### config.mk
export PLATFORM = sky130hd
export DESIGN_NAME = processinho_sequencer
export DESIGN_NICKNAME = d
export VERILOG_FILES = /design/src/rtl/processinho_sequencer.sv
export SDC_FILE = /design/constraint.sdc
export NUM_CORES = 1
export LEC_CHECK = 0
export CORE_ASPECT_RATIO = 1.2
export CORE_MARGIN = 8
export CORE_UTILIZATION = 35
export CTS_BUF_LIST = sky130_fd_sc_hd__clkbuf_2 sky130_fd_sc_hd__clkbuf_4 sky130_fd_sc_hd__clkbuf_8
export CTS_CLUSTER_DIAMETER = 150
export DETAILED_ROUTE_END_ITERATION = 8
export SETUP_SLACK_MARGIN = 0.2
export SYNTH_ARGS = -nofsm -noshare
export SYNTH_HDL_FRONTEND = slang
export SYNTH_SLANG_ARGS = --single-unit
### constraint.sdc
create_clock -name clock -period 2.17 [get_ports clock]
set_clock_uncertainty 0.1 [all_clocks]
set_input_delay 0.434 -clock clock [delete_from_list [all_inputs] [get_ports clock]]
set_output_delay 0.434 -clock clock [all_outputs]
set_load 0.005 [all_outputs]
### src/rtl/processinho_sequencer.sv
// Operator-entry sequencer for the processinho datapath: walks regA/regB/opcode entry,
// waits for the ULA result and converts it to packed BCD with a serial shift-add-3 engine.
module processinho_sequencer #(
  parameter int unsigned DATA_W  = 4,
  parameter int unsigned OP_W    = 4,
  parameter int unsigned RES_W   = 8,
  parameter int unsigned ULA_LAT = 1
) (
  input  logic              clock,
  input  logic              reset,
  input  logic              btn_enter,
  input  logic              btn_clear,
  input  logic [DATA_W-1:0] switches,
  input  logic [RES_W-1:0]  ula_result,
  output logic [DATA_W-1:0] operando,
  output logic              setRegA,
  output logic              setRegB,
  output logic [OP_W-1:0]   ula_operation,
  output logic              latch_ula,
  output logic [11:0]       bcd,
  output logic              bcd_valid,
  output logic              busy,
  output logic [2:0]        state_dbg
);

  localparam int unsigned BCD_W  = 12;
  localparam int unsigned DIGITS = BCD_W / 4;
  localparam int unsigned CNT_W  = $clog2(ULA_LAT + 1);
  localparam int unsigned ITER_W = $clog2(RES_W + 1);

  typedef enum logic [2:0] {
    S_A    = 3'd0,
    S_B    = 3'd1,
    S_OP   = 3'd2,
    S_EXEC = 3'd3,
    S_CONV = 3'd4,
    S_SHOW = 3'd5
  } state_t;

  state_t              state;
  logic                enter_q;
  logic                enter_ev;
  logic [CNT_W-1:0]    cnt;
  logic [ITER_W-1:0]   iter;
  logic [RES_W-1:0]    shreg;
  logic [BCD_W-1:0]    bcd_work;
  logic [BCD_W-1:0]    bcd_adj_c;
  logic [BCD_W+RES_W-1:0] shift_c;

  // Rising edge of the enter button; enter_q is preset on reset so a held button is ignored.
  assign enter_ev  = btn_enter & ~enter_q;
  assign state_dbg = state;

  // One double-dabble step: correct digits >= 5, then shift the result bit in.
  always_comb begin
    bcd_adj_c = bcd_work;
    for (int d = 0; d < int'(DIGITS); d++) begin
      if (bcd_work[4*d +: 4] >= 4'd5) begin
        bcd_adj_c[4*d +: 4] = bcd_work[4*d +: 4] + 4'd3;
      end
    end
    shift_c = {bcd_adj_c, shreg} << 1;
  end

  always_ff @(posedge clock) begin
    if (!reset) begin
      state         <= S_A;
      enter_q       <= 1'b1;
      operando      <= '0;
      ula_operation <= '0;
      bcd           <= '0;
      setRegA       <= 1'b0;
      setRegB       <= 1'b0;
      latch_ula     <= 1'b0;
      bcd_valid     <= 1'b0;
      busy          <= 1'b0;
      cnt           <= '0;
      iter          <= '0;
      shreg         <= '0;
      bcd_work      <= '0;
    end else begin
      enter_q   <= btn_enter;
      setRegA   <= 1'b0;
      setRegB   <= 1'b0;
      latch_ula <= 1'b0;

      if (btn_clear) begin
        // Abort: operand and opcode registers keep their last values.
        state     <= S_A;
        bcd       <= '0;
        bcd_valid <= 1'b0;
        busy      <= 1'b0;
      end else begin
        case (state)
          S_A: begin
            if (enter_ev) begin
              operando <= switches;
              setRegA  <= 1'b1;
              state    <= S_B;
            end
          end
          S_B: begin
            if (enter_ev) begin
              operando <= switches;
              setRegB  <= 1'b1;
              state    <= S_OP;
            end
          end
          S_OP: begin
            if (enter_ev) begin
              ula_operation <= switches[OP_W-1:0];
              latch_ula     <= 1'b1;
              cnt           <= CNT_W'(ULA_LAT);
              busy          <= 1'b1;
              state         <= S_EXEC;
            end
          end
          S_EXEC: begin
            if (cnt == CNT_W'(1)) begin
              shreg    <= ula_result;
              bcd_work <= '0;
              iter     <= ITER_W'(RES_W);
              state    <= S_CONV;
            end else begin
              cnt <= cnt - CNT_W'(1);
            end
          end
          S_CONV: begin
            {bcd_work, shreg} <= shift_c;
            iter              <= iter - ITER_W'(1);
            if (iter == ITER_W'(1)) begin
              bcd       <= shift_c[RES_W +: BCD_W];
              bcd_valid <= 1'b1;
              busy      <= 1'b0;
              state     <= S_SHOW;
            end
          end
          S_SHOW: begin
            if (enter_ev) begin
              bcd_valid <= 1'b0;
              state     <= S_A;
            end
          end
          default: begin
            state     <= S_A;
            bcd_valid <= 1'b0;
            busy      <= 1'b0;
          end
        endcase
      end
    end
  end

endmodule

==> run metrics <==
worst hold path class=reg -> reg; CP Max Fanout=8; share of the synthesized area in the top cell type=0.465; first-pass GRT wire length=9360 µm; min-delay src=bcd[9]$_SDFFE_PP0P_; CTS root buf=clkbuf_8; multi-input logic area=0.00112 mm²; clk_lat worst skew=0.30 ns; final setup violation count=0; EDFF count, synth=0; Die W=90.4 µm; final instance area=0.00303 mm²; ANT nets after route=0; Synthesized Nets=283; total CTS buffers=5; Initial Utilization=0.361; average size of a mapped cell=8.99 µm²; CP peak stage delay=0.50 ns; initial antenna violation count=0; Via Count=1985; Placed Area=0.00291 mm²; worst-case reg-to-reg path depth=6; Core Rows=32; input/output buffers=43; cell area power density=579 mW/mm²; CP max-delay cell=clkdlybuf4s50_1; worst-path cell chain=buf_4, clkdlybuf4s50_1; critical path startpoint category=flip-flop; DR WL/cell=13.8 µm; grt total ovfl=0; fin nets=333; worst vdd ir=0.000345 V; synth cell count leaders=dfxtp_1 (54), nor2_1 (31), o21ai_0 (20), nor3_1 (14); largest cells by area after synthesis=dfxtp_1 (46%), nor2_1 (5.0%), ha_1 (4.3%), o21ai_0 (4.3%), mux2i_1 (3.4%); Register Area=0.00108 mm²; min Tclk post-route=1.91 ns; DIE AREA=0.00953 mm²; RePlAce Congestion=0.807; Max Clk Rate=0.523 GHz; Fin. Hold Viols=0; DRT iter0 DRCs=186; Clk pin slew, worst setup/hold paths=0.10 ns; HPWL after detailed placement=3960 µm; max-slew violations=0; actual slew at the worst max-slew pin=0.497 ns; Synth Cell Area=0.00233 mm²; Synth Flop Type=dfxtp_1; Netlist cell types=41; Seq/Total Area, Yosys=0.465; CTS max path bufs=2; max_slew headroom=0.668; most instantiated library cell after synthesis=dfxtp_1; Worst Path Buf+Inv=2; ant diodes=0; total core area=0.00645 mm²; drt pass-1 iters=4; number of max-cap violations=0; maximum number of pins on one net before global-route repair=28; CTS tree=yes; Area Growth Syn to Fin=30.4%; async set-or-reset flop fraction in the synthesized netlist=0; Arr. time, crit path=1.38 ns; Tcrit/Tclk final=0.881; drt total wl=5460 µm; hold path depth=2; CTS H-tree lvls=2; die outline height=105 µm; CP required=1.64 ns; FF+latch count, synth=54; reg2reg setup slack=0.36 ns; io pins=44; FILL cells=630; Post-CTS Hold Fix Bufs=0; CP Class=reg -> out; Syn Inst Count=259; leakage=1.10 nW; hold slack=0.367 ns; largest area contributor in the netlist=dfxtp_1; RR Endpoint=shreg[4]$_SDFFE_PN0P_; CP Capture Type=output pin; share of cells above drive strength 1=0.116; delay-heaviest family, CP=buffers and inverters; FF-to-FF Start=state_dbg[2]$_SDFFE_PP0P_; worst hold endpoint=bcd[9]$_SDFFE_PP0P_; vias in the first global route=1960; Vias per Instance=5.03; Tot GR Track Use=0.118; Yosys warning count=0; DRC=0; CP startpoint=state_dbg[2]$_SDFFE_PP0P_; RSZ-0062 raised after global routing=yes; CTS Sinks=54; run status=finished clean
-- layout by cell type (no fill, tap or decap), types with 3 or more instances in the layout --
master and n:
nor3b_1 5, nand2_1 13, xnor2_1 4, o21ai_0 20, a222oi_1 7, dfxtp_1 51
ha_1 8, dfxtp_2 3, a22oi_1 3, nor3_1 14, nor2_1 31, nand2b_1 6
clkbuf_8 5, inv_1 11, clkdlybuf4s50_1 43, and2_1 5, buf_4 12, mux2i_1 8
a21oi_1 13, mux2_2 3, nand3_1 13
-- cell type report --
cell class                      instances  share of cell area
Multi-Input combinational cell        179               0.370
Sequential cell                        54               0.358
Timing Repair Buffer                   57               0.185
Tap cell                               85              0.0351
Clock buffer                            6              0.0252
Inverter                               12              0.0148
Clock inverter                          2              0.0124
-- flip-flops by register name, summed over array words and instances, names as in the netlist --
name / cells
bcd_work: 12
latch_ula: 1
busy: 1
shreg: 8
enter_q: 1
setRegA: 1
cnt: 1
bcd: 12
iter: 4
bcd_valid: 1
state_dbg: 3
setRegB: 1
ula_operation: 4
operando: 4
-- logic make-up (layout without fill, tap and decap cells) --
group,count (synthesis),in the layout,synth area share
and+or+nand+nor,99,99,0.220
AOI/OAI and AO/OA,56,56,0.152
DFF,54,54,0.465
buffers and inverters,26,77,0.0527
muxes,11,11,0.0489
adders and majority gates,8,8,0.0430
xor gates and xnor gates,5,5,0.0188
-- routing by layer --
| metal | track usage | share of wire | vias to the layer above |
|---|---|---|---|
| met4 | 0.0417 | 0.015 | 0 |
| met3 | 0.0397 | 0.065 | 5 |
| li1 | - | - | 1007 |
| met5 | 0 | 0 | - |
| met1 | 0.139 | 0.44 | 921 |
| met2 | 0.197 | 0.48 | 52 |
-- how the worst max path moves through the flow --
stage	cells past startpoint	to	slack (ns)
final	2	state_dbg[2]	0.26
after global routing	6	bcd[11]$_SDFFE_PP0P_	0.18
after CTS	2	state_dbg[0]	0.24
after detailed placement	5	ula_operation[1]$_SDFFE_PN0P_	-0.02
after global placement	5	operando[2]$_SDFFE_PN0P_	0.03
after floorplan	6	ula_operation[3]$_SDFFE_PN0P_	0.47
-- power by group --
part / internal, W / switching (W) / leakage [nW]
combinational: 0.0000393 / 0.0000362 / 0.611
sequential: 0.000994 / 0.00000203 / 0.437
clock: 0.000357 / 0.000330 / 0.0548
-- what timing repair did --
item,in CTS,in global routing
pin swaps,0,1
buffers inserted,0,1
gates resized for setup,2,1
endpoints found under the setup margin,2,8
-- metrics by stage --
stage,TNS (ns),worst slack (ns),std cells,util,power [W]
6_report,0,0.259,395,0.471,0.00176
5_1_grt,0,0.181,395,0.471,0.00183
3_3_place_gp,0,0.0313,386,0.451,0.00109
4_1_cts,0,0.237,394,0.469,0.00178
2_1_floorplan,0,0.474,259,-,0.00104
3_5_place_dp,-0.0223,-0.0185,386,0.451,0.00109
-- tightest hold or removal path: cells and delay by family, from the launching register on --
family	cells	cell delay, ns
AOI/OAI and AO/OA	1	0.05
DFF	1	0.32
and+or+nand+nor	1	0.06
Note: power is estimated with default switching activity, not from simulation.
